===== src/rtl/mc_ctrl_fsm.sv =====
// Multi-cycle MIPS control FSM: sequences fetch/decode/execute/memory/writeback over a
// shared ALU and unified memory, producing every datapath enable and mux select.
module mc_ctrl_fsm #(
  parameter int unsigned MEM_TIMEOUT = 255
) (
  input  logic       clock,
  input  logic       reset,
  input  logic [5:0] opcode,
  input  logic [5:0] funct,
  input  logic       zero,
  input  logic       mem_ready,
  output logic       mem_req,
  output logic       mem_we,
  output logic       i_or_d,
  output logic       ir_write,
  output logic       pc_write,
  output logic [1:0] pc_src,
  output logic       alu_src_a,
  output logic [1:0] alu_src_b,
  output logic [2:0] alu_op,
  output logic       reg_write,
  output logic       reg_dst,
  output logic       mem_to_reg,
  output logic       halted,
  output logic [1:0] err_code
);

  typedef enum logic [2:0] {
    S_FETCH,
    S_DECODE,
    S_EXEC,
    S_MEM,
    S_WB,
    S_HALT
  } state_t;

  localparam logic [5:0] OP_RTYPE = 6'h00;
  localparam logic [5:0] OP_J     = 6'h02;
  localparam logic [5:0] OP_BEQ   = 6'h04;
  localparam logic [5:0] OP_ADDI  = 6'h08;
  localparam logic [5:0] OP_LW    = 6'h23;
  localparam logic [5:0] OP_SW    = 6'h2B;

  localparam logic [5:0] FN_ADD = 6'h20;
  localparam logic [5:0] FN_SUB = 6'h22;
  localparam logic [5:0] FN_AND = 6'h24;
  localparam logic [5:0] FN_OR  = 6'h25;
  localparam logic [5:0] FN_SLT = 6'h2A;

  localparam logic [2:0] ALU_ADD = 3'd0;
  localparam logic [2:0] ALU_SUB = 3'd1;
  localparam logic [2:0] ALU_AND = 3'd2;
  localparam logic [2:0] ALU_OR  = 3'd3;
  localparam logic [2:0] ALU_SLT = 3'd4;

  localparam logic [7:0] TIMEOUT = 8'(MEM_TIMEOUT);

  state_t     state, state_next;
  logic [7:0] wait_cnt, wait_cnt_next;
  logic [1:0] err, err_next;
  logic [5:0] op_lat, fn_lat;
  logic       legal;

  always_comb begin
    legal = 1'b0;
    case (opcode)
      OP_RTYPE: legal = (funct == FN_ADD) || (funct == FN_SUB) || (funct == FN_AND) ||
                        (funct == FN_OR)  || (funct == FN_SLT);
      OP_LW, OP_SW, OP_BEQ, OP_ADDI, OP_J: legal = 1'b1;
      default:  legal = 1'b0;
    endcase
  end

  always_ff @(posedge clock or posedge reset) begin
    if (reset) begin
      state    <= S_FETCH;
      wait_cnt <= 8'd0;
      err      <= 2'd0;
      op_lat   <= 6'd0;
      fn_lat   <= 6'd0;
    end else begin
      state    <= state_next;
      wait_cnt <= wait_cnt_next;
      err      <= err_next;
      if (state == S_DECODE) begin
        op_lat <= opcode;
        fn_lat <= funct;
      end
    end
  end

  always_comb begin
    state_next    = state;
    err_next      = err;
    wait_cnt_next = 8'd0;
    mem_req       = 1'b0;
    mem_we        = 1'b0;
    i_or_d        = 1'b0;
    ir_write      = 1'b0;
    pc_write      = 1'b0;
    pc_src        = 2'd0;
    alu_src_a     = 1'b0;
    alu_src_b     = 2'd0;
    alu_op        = ALU_ADD;
    reg_write     = 1'b0;
    reg_dst       = 1'b0;
    mem_to_reg    = 1'b0;
    halted        = 1'b0;
    err_code      = 2'd0;

    case (state)
      S_FETCH: begin
        mem_req   = 1'b1;
        alu_src_b = 2'd1;
        if (mem_ready) begin
          ir_write   = 1'b1;
          pc_write   = 1'b1;
          state_next = S_DECODE;
        end else if (wait_cnt == TIMEOUT) begin
          state_next = S_HALT;
          err_next   = 2'd2;
        end
      end
      S_DECODE: begin
        alu_src_b = 2'd3;
        if (!legal) begin
          state_next = S_HALT;
          err_next   = 2'd1;
        end else if (opcode == OP_J) begin
          pc_write   = 1'b1;
          pc_src     = 2'd2;
          state_next = S_FETCH;
        end else begin
          state_next = S_EXEC;
        end
      end
      S_EXEC: begin
        alu_src_a = 1'b1;
        case (op_lat)
          OP_RTYPE: begin
            case (fn_lat)
              FN_SUB:  alu_op = ALU_SUB;
              FN_AND:  alu_op = ALU_AND;
              FN_OR:   alu_op = ALU_OR;
              FN_SLT:  alu_op = ALU_SLT;
              default: alu_op = ALU_ADD;
            endcase
            state_next = S_WB;
          end
          OP_BEQ: begin
            alu_op     = ALU_SUB;
            pc_src     = 2'd1;
            pc_write   = zero;
            state_next = S_FETCH;
          end
          OP_ADDI: begin
            alu_src_b  = 2'd2;
            state_next = S_WB;
          end
          default: begin
            alu_src_b  = 2'd2;
            state_next = S_MEM;
          end
        endcase
      end
      S_MEM: begin
        mem_req = 1'b1;
        i_or_d  = 1'b1;
        mem_we  = (op_lat == OP_SW);
        if (mem_ready) begin
          state_next = (op_lat == OP_SW) ? S_FETCH : S_WB;
        end else if (wait_cnt == TIMEOUT) begin
          state_next = S_HALT;
          err_next   = 2'd2;
        end
      end
      S_WB: begin
        reg_write  = 1'b1;
        reg_dst    = (op_lat == OP_RTYPE);
        mem_to_reg = (op_lat == OP_LW);
        state_next = S_FETCH;
      end
      default: begin
        halted   = 1'b1;
        err_code = err;
      end
    endcase

    // Counter runs only while stalled in a memory state; any exit or entry restarts it.
    if ((state == S_FETCH || state == S_MEM) && !mem_ready && state_next == state)
      wait_cnt_next = wait_cnt + 8'd1;

    // Outputs are forced idle for the whole reset pulse so an in-flight access drops at once.
    if (reset) begin
      mem_req    = 1'b0;
      mem_we     = 1'b0;
      i_or_d     = 1'b0;
      ir_write   = 1'b0;
      pc_write   = 1'b0;
      pc_src     = 2'd0;
      alu_src_a  = 1'b0;
      alu_src_b  = 2'd0;
      alu_op     = ALU_ADD;
      reg_write  = 1'b0;
      reg_dst    = 1'b0;
      mem_to_reg = 1'b0;
      halted     = 1'b0;
      err_code   = 2'd0;
    end
  end

endmodule


===== config.mk =====
export PLATFORM = sky130hd
export DESIGN_NAME = mc_ctrl_fsm
export DESIGN_NICKNAME = d
export VERILOG_FILES = /design/src/rtl/mc_ctrl_fsm.sv
export SDC_FILE = /design/constraint.sdc
export NUM_CORES = 1
export LEC_CHECK = 0
export CORE_AREA = 3 3 63 65
export CTS_CLUSTER_DIAMETER = 150
export DETAILED_ROUTE_END_ITERATION = 16
export DIE_AREA = 0 0 66 68
export MAX_ROUTING_LAYER = met4
export PLACE_DENSITY = 0.7
export SLEW_MARGIN = 20
export SYNTH_ARGS = -nofsm -noshare
export SYNTH_HDL_FRONTEND = slang
export SYNTH_SLANG_ARGS = --single-unit

===== constraint.sdc =====
create_clock -name clock -period 2.15 [get_ports clock]
set_input_delay 0.215 -clock clock [delete_from_list [all_inputs] [get_ports clock]]
set_output_delay 0.215 -clock clock [all_outputs]
set_load 0.02 [all_outputs]

# ---- Word level (Yosys, flattened, before mapping)
# Cells that the tools add are included.
dict set report op_classes {
  magnitude_cmp 0
  n_eq_ne 27
  n_reduce_logical 18
  n_shift 0
  bitwise 0
  n_mul 0
  add_sub_neg 1
  muxes 52
  div 0
}
# op count
set op_table {}
lappend op_table {{$eq 6x6->1 const B} 13}
lappend op_table {{$mux 1} 24}
lappend op_table {{$mux 2} 11}
lappend op_table {{$mux 3} 7}
lappend op_table {{$pmux 3 s5} 1}
lappend op_table {{$eq 6x3->1 const B} 2}
lappend op_table {{$eq 6x4->1 const B} 2}
lappend op_table {{$logic_not 6->1} 2}
lappend op_table {{$pmux 3 s2} 2}
lappend op_table {{$pmux 3 s4} 1}
lappend op_table {{$reduce_or 5->1} 2}
lappend op_table {{$add 8x1->8 const B} 1}
lappend op_table {{$eq 8x8->1 const B} 1}
lappend op_table {{$mux 8} 1}
lappend op_table {{$pmux 2 s2} 2}
lappend op_table {{$eq 3x2->1 const B} 2}
lappend op_table {{$eq 6x2->1 const B} 1}
lappend op_table {{$pmux 2 s3} 1}
lappend op_table {{$reduce_or 2->1} 3}
lappend op_table {{$logic_or 1x1->1} 5}
lappend op_table {{$ne 2x2->1 const B} 2}
lappend op_table {{$reduce_and 4->1} 1}
lappend op_table {{$eq 3x1->1 const B} 1}
lappend op_table {{$eq 3x3->1} 1}
lappend op_table {{8 further kinds} 9}
dict set report totals {
  input_bits 16
  latchBits 0
  ram_bits 0
  romBits 0
  n_memories 0
  output_inout_bits 19
  register_bits 25
}

# ---- Depth between registers and ports, before layout
dict set report logic_depth {
  word_depth 11
  mapped_depth 6
}

# ---- Least setup slack after synthesis
# Ideal clock, no wire load.
dict set report synth_timing {
  kind {flip-flop to output port}
  startpoint {register state[2]}
  endpoint {output alu_op[1]}
  arrival_ns 2.223
  n_path_buf 1
  path_stages_with_launch 6
  path_slack_ns -0.288
  path_cell_list {dfrtp_1 -> or2_1 -> clkbuf_1 -> nor3b_2 -> nand4b_1 -> nor4b_1}
}
dict set report synth_between {
  elab_chain_len 3
}
# element line_no
set synth_rtl {}
lappend synth_rtl {{start, declared} 58} ;# state_t state, state_next;
lappend synth_rtl {{start signal, assigned} 82} ;# state <= state_next;
lappend synth_rtl {{$eq 3x2->1} 111} ;# case (state)
lappend synth_rtl {{$mux 3} 111}
lappend synth_rtl {{$mux 3} 194} ;# if (reset) begin
lappend synth_rtl {{end, declared} 20} ;# output logic [2:0] alu_op,
# No other way between the ends.

# ---- Worst setup path in the final report
dict set report layout_timing {
  startpoint {register op_lat[0]}
  endpoint {output alu_op[1]}
}
dict set report layout_between {
  elab_chain_len 4
}
# element line_no
set layout_rtl {}
lappend layout_rtl {{start, declared} 61} ;# logic [5:0] op_lat, fn_lat;
lappend layout_rtl {{start signal, assigned} 86} ;# op_lat <= opcode;
lappend layout_rtl {{$eq 6x3->1 / $logic_not 6->1 (equally long branches)} 139} ;# case (op_lat)
lappend layout_rtl {{$pmux 3 s2 (*)} 139}
lappend layout_rtl {{$mux 3 (*)} 111}
lappend layout_rtl {{$mux 3 (*)} 194}
# Every way passes the cells marked *; elsewhere a longest branch is shown, timed or not.

==> metrics.md <==
| Metric | Value |
|---|---|
| Outcome | `finished, violations left` |
| Violated checks | `setup timing` |
| Hold path cells | `3` |
| WP data arrival | `2.12 ns` |
| Most common flop cell mapped by yosys | `dfrtp_1` |
| Inserted Clock Buffers | `3` |
| Startpoint Class | `flip-flop` |
| Die Wd | `66 microns` |
| Layout area overhead | `41.9%` |
| DRC | `0` |
| Synth unique cells | `46` |
| IO Pins | `35` |
| Yosys warning count | `0` |
| CP Data Required Time | `1.93 ns` |
| Power Dens Cells | `480 mW/mm^2` |
| GR Overflow Total | `0` |
| Post-synthesis instance total | `162` |
| GRT Util Overall | `0.199` |
| Max FO, Critical Path | `3` |
| Synth async-reset ratio | `1.00` |
| Most frequent cells in the layout | `30 x buf_4, 25 x dfrtp_1, 23 x nor2_1` |
| Peak VDD IR | `0.339 mV` |
| Min Tclk post-route | `2.33 ns` |
| Cells on worst reg2reg path | `4` |
| Setup violators final | `5` |
| Wire per inst | `15.2 microns` |
| CTS tree | `done` |
| RSZ-0062 raised after global routing | `true` |
| Critical path startpoint | `op_lat[0]$_DFFE_PP0P_` |
| Root Driver | `clkbuf_4` |
| WS Path Type | `flip-flop to primary output` |
| Final Non-Filler Cells | `267` |
| Yosys top cell area share | `0.410` |
| Clock net sink count | `25` |
| Synth area leaders | `dfrtp_1 41%, mux2_2 8.1%, nor2_1 5.9%` |
| Largest net degree at the start of global routing | `26` |
| Final worst path period share | `1.08` |
| Fin area | `0.00217 sq mm` |
| Max Clk Rate | `429 MHz` |
| Hold Crit Class | `input port to flip-flop` |
| Routed WL | `4060 microns` |
| Initial antenna violation count | `0` |
| Flop2flop setup slack | `0.17 ns` |
| Placeable Area | `0.00339 sq mm` |
| Avg Cell Area, Syn | `9.43 sq um` |
| Final antenna-violating net count | `0` |
| Clk pin slew, worst setup/hold paths | `0.16 ns` |
| Rel. slew slack | `0.787` |
| Reg-to-reg endpoint | `err[0]$_DFFE_PP0P_` |
| Clock Skew | `0.0112 ns` |
| Reg2reg start | `state[1]$_DFF_PP0_` |
| Max-cap viol count | `0` |
| Initial Util | `0.451` |
| Port buffer count | `34` |
| Tightest Pin Transition | `0.315 ns` |
| First-pass GRT wire length | `6620 microns` |
| Die Ht | `68 microns` |
| Most common cell after layout, fill and taps aside | `buf_4` |
| Crit path setup slack, layout | `-0.182 ns` |
| Vias | `1465` |
| GP Congestion | `0.852` |
| DP Area | `0.00211 sq mm` |
| Clk buf depth | `2` |
| Number of global-route vias before repair | `1472` |
| Clk_lat worst skew | `0.34 ns` |
| Setup crit end kind | `primary output` |
| Number of flops mapped to enable cells by yosys | `0` |
| Leakage power | `1.04 nW` |
| Initial DRC count | `77` |
| Placed insts | `262` |
| Final Max Tran Viols | `0` |
| Worst Hold Launch | `funct[3]` |
| Layout cells sized above 1 | `0.312` |
| Hpwl dp | `3150 microns` |
| Nets@finish | `239` |
| First-pass DRT Iterations | `4` |
| Inserted Diodes | `0` |
| Register area share after synthesis | `0.410` |
| Netlist Area Pre-Place | `0.00153 sq mm` |
| Htree depth | `1` |
| Area leader, netlist | `dfrtp_1` |
| Endpoints failing hold | `0` |
| Syn Nets | `179` |
| Hold Crit Endpoint | `fn_lat[3]$_DFFE_PP0P_` |
| Die Footprint | `0.00449 sq mm` |
| FF+latch count, synth | `25` |
| Vias per cell | `5.49` |
| Floorplan row count | `21` |
==> layer usage <==
metal	part of all wire	global-route usage	wire length [microns]
met1	0.42	0.243	1700
met2	0.50	0.323	2030
met3	0.043	0.0246	173
met4	0.036	0.112	145
met5	0	-	0
==> worst max-delay path by stage <==
| stage | cells after the start | slack (ns) | to |
|---|---|---|---|
| after floorplan | 5 | -0.06 | alu_op[1] |
| after global placement | 7 | -0.28 | pc_write |
| after detailed placement | 5 | -0.30 | alu_op[1] |
| after CTS | 5 | -0.18 | alu_op[1] |
| after global routing | 5 | -0.30 | alu_op[1] |
| final | 5 | -0.18 | alu_op[1] |
==> area by class of cell <==
cell class	instances	area, sq um
Fill cell	293	1220
Clock inverter	1	7.51
Clock buffer	3	22.5
Tap cell	46	57.6
Timing Repair Buffer	62	532
Multi-Input combinational cell	126	907
Sequential cell	25	626
Inverter	4	15.0
==> critical path, cell delays in order (launching register included) <==
cell,delay [ns]
dfrtp_1,0.43
or4_4,0.58
nor3_4,0.14
nand4b_1,0.20
nor4b_2,0.23
buf_2,0.20
==> stage by stage <==
| stage | hold slack, ns | setup slack, ns | power (mW) | utilization | TNS [ns] |
|---|---|---|---|---|---|
| floorplan | 0.256 | -0.0615 | 0.654 | - | -0.0875 |
| global placement | 0.470 | -0.278 | 0.773 | 0.624 | -1.61 |
| detailed placement | 0.481 | -0.304 | 0.784 | 0.624 | -2.05 |
| global route | 0.481 | -0.305 | 1.10 | 0.639 | -1.09 |
| finish | 0.452 | -0.182 | 1.04 | 0.639 | -0.578 |
| CTS | 0.458 | -0.180 | 1.04 | 0.635 | -0.541 |
==> flip-flops by register name (all words and copies together) (netlist names) <==
signal,count
err,2
fn_lat,6
op_lat,6
state,3
wait_cnt,8
==> Yosys cell counts, drive strengths merged, types with 2 or more instances <==
library cell / instances
nor2b: 2
o22ai: 2
and4: 2
nand2: 10
nand3: 6
xnor2: 2
nor2: 25
or4b: 2
nor4: 4
a21oi: 7
mux2i: 3
xor2: 4
dfrtp: 25
and3: 3
clkbuf: 6
nand4: 2
nand2b: 4
nor4b: 2
mux2: 12
nor3: 4
o21ai: 6
a21o: 3
and2: 3
or2: 2
inv: 4
==> cells by family after synthesis <==
logic type               Yosys count  share of synthesized area
AND/OR/NAND/NOR                   76                      0.274
XOR/XNOR                           6                     0.0344
adder cells (fa/ha/maj)            1                    0.00819
buffers and inverters             11                     0.0270
AO/OA/AOI/OAI                     28                      0.136
multiplexers                      15                      0.111
flip-flops                        25                      0.410
==> report_power, final <==
part | switching [mW] | internal (mW) | total [mW]
Sequential | 0.0333 | 0.508 | 0.541
Clock | 0.163 | 0.0715 | 0.234
Combinational | 0.117 | 0.147 | 0.265
Total | 0.313 | 0.727 | 1.04
==> timing repair <==
item,4_1_cts,5_1_grt
setup buffers,1,0
setup endpoints to repair,16,12
pin swaps,5,2
gates cloned,0,0
hold buffers,0,0
hold endpoints to repair,0,0
gates resized for setup,50,13
No activity file was read; power rests on OpenSTA's default activity.
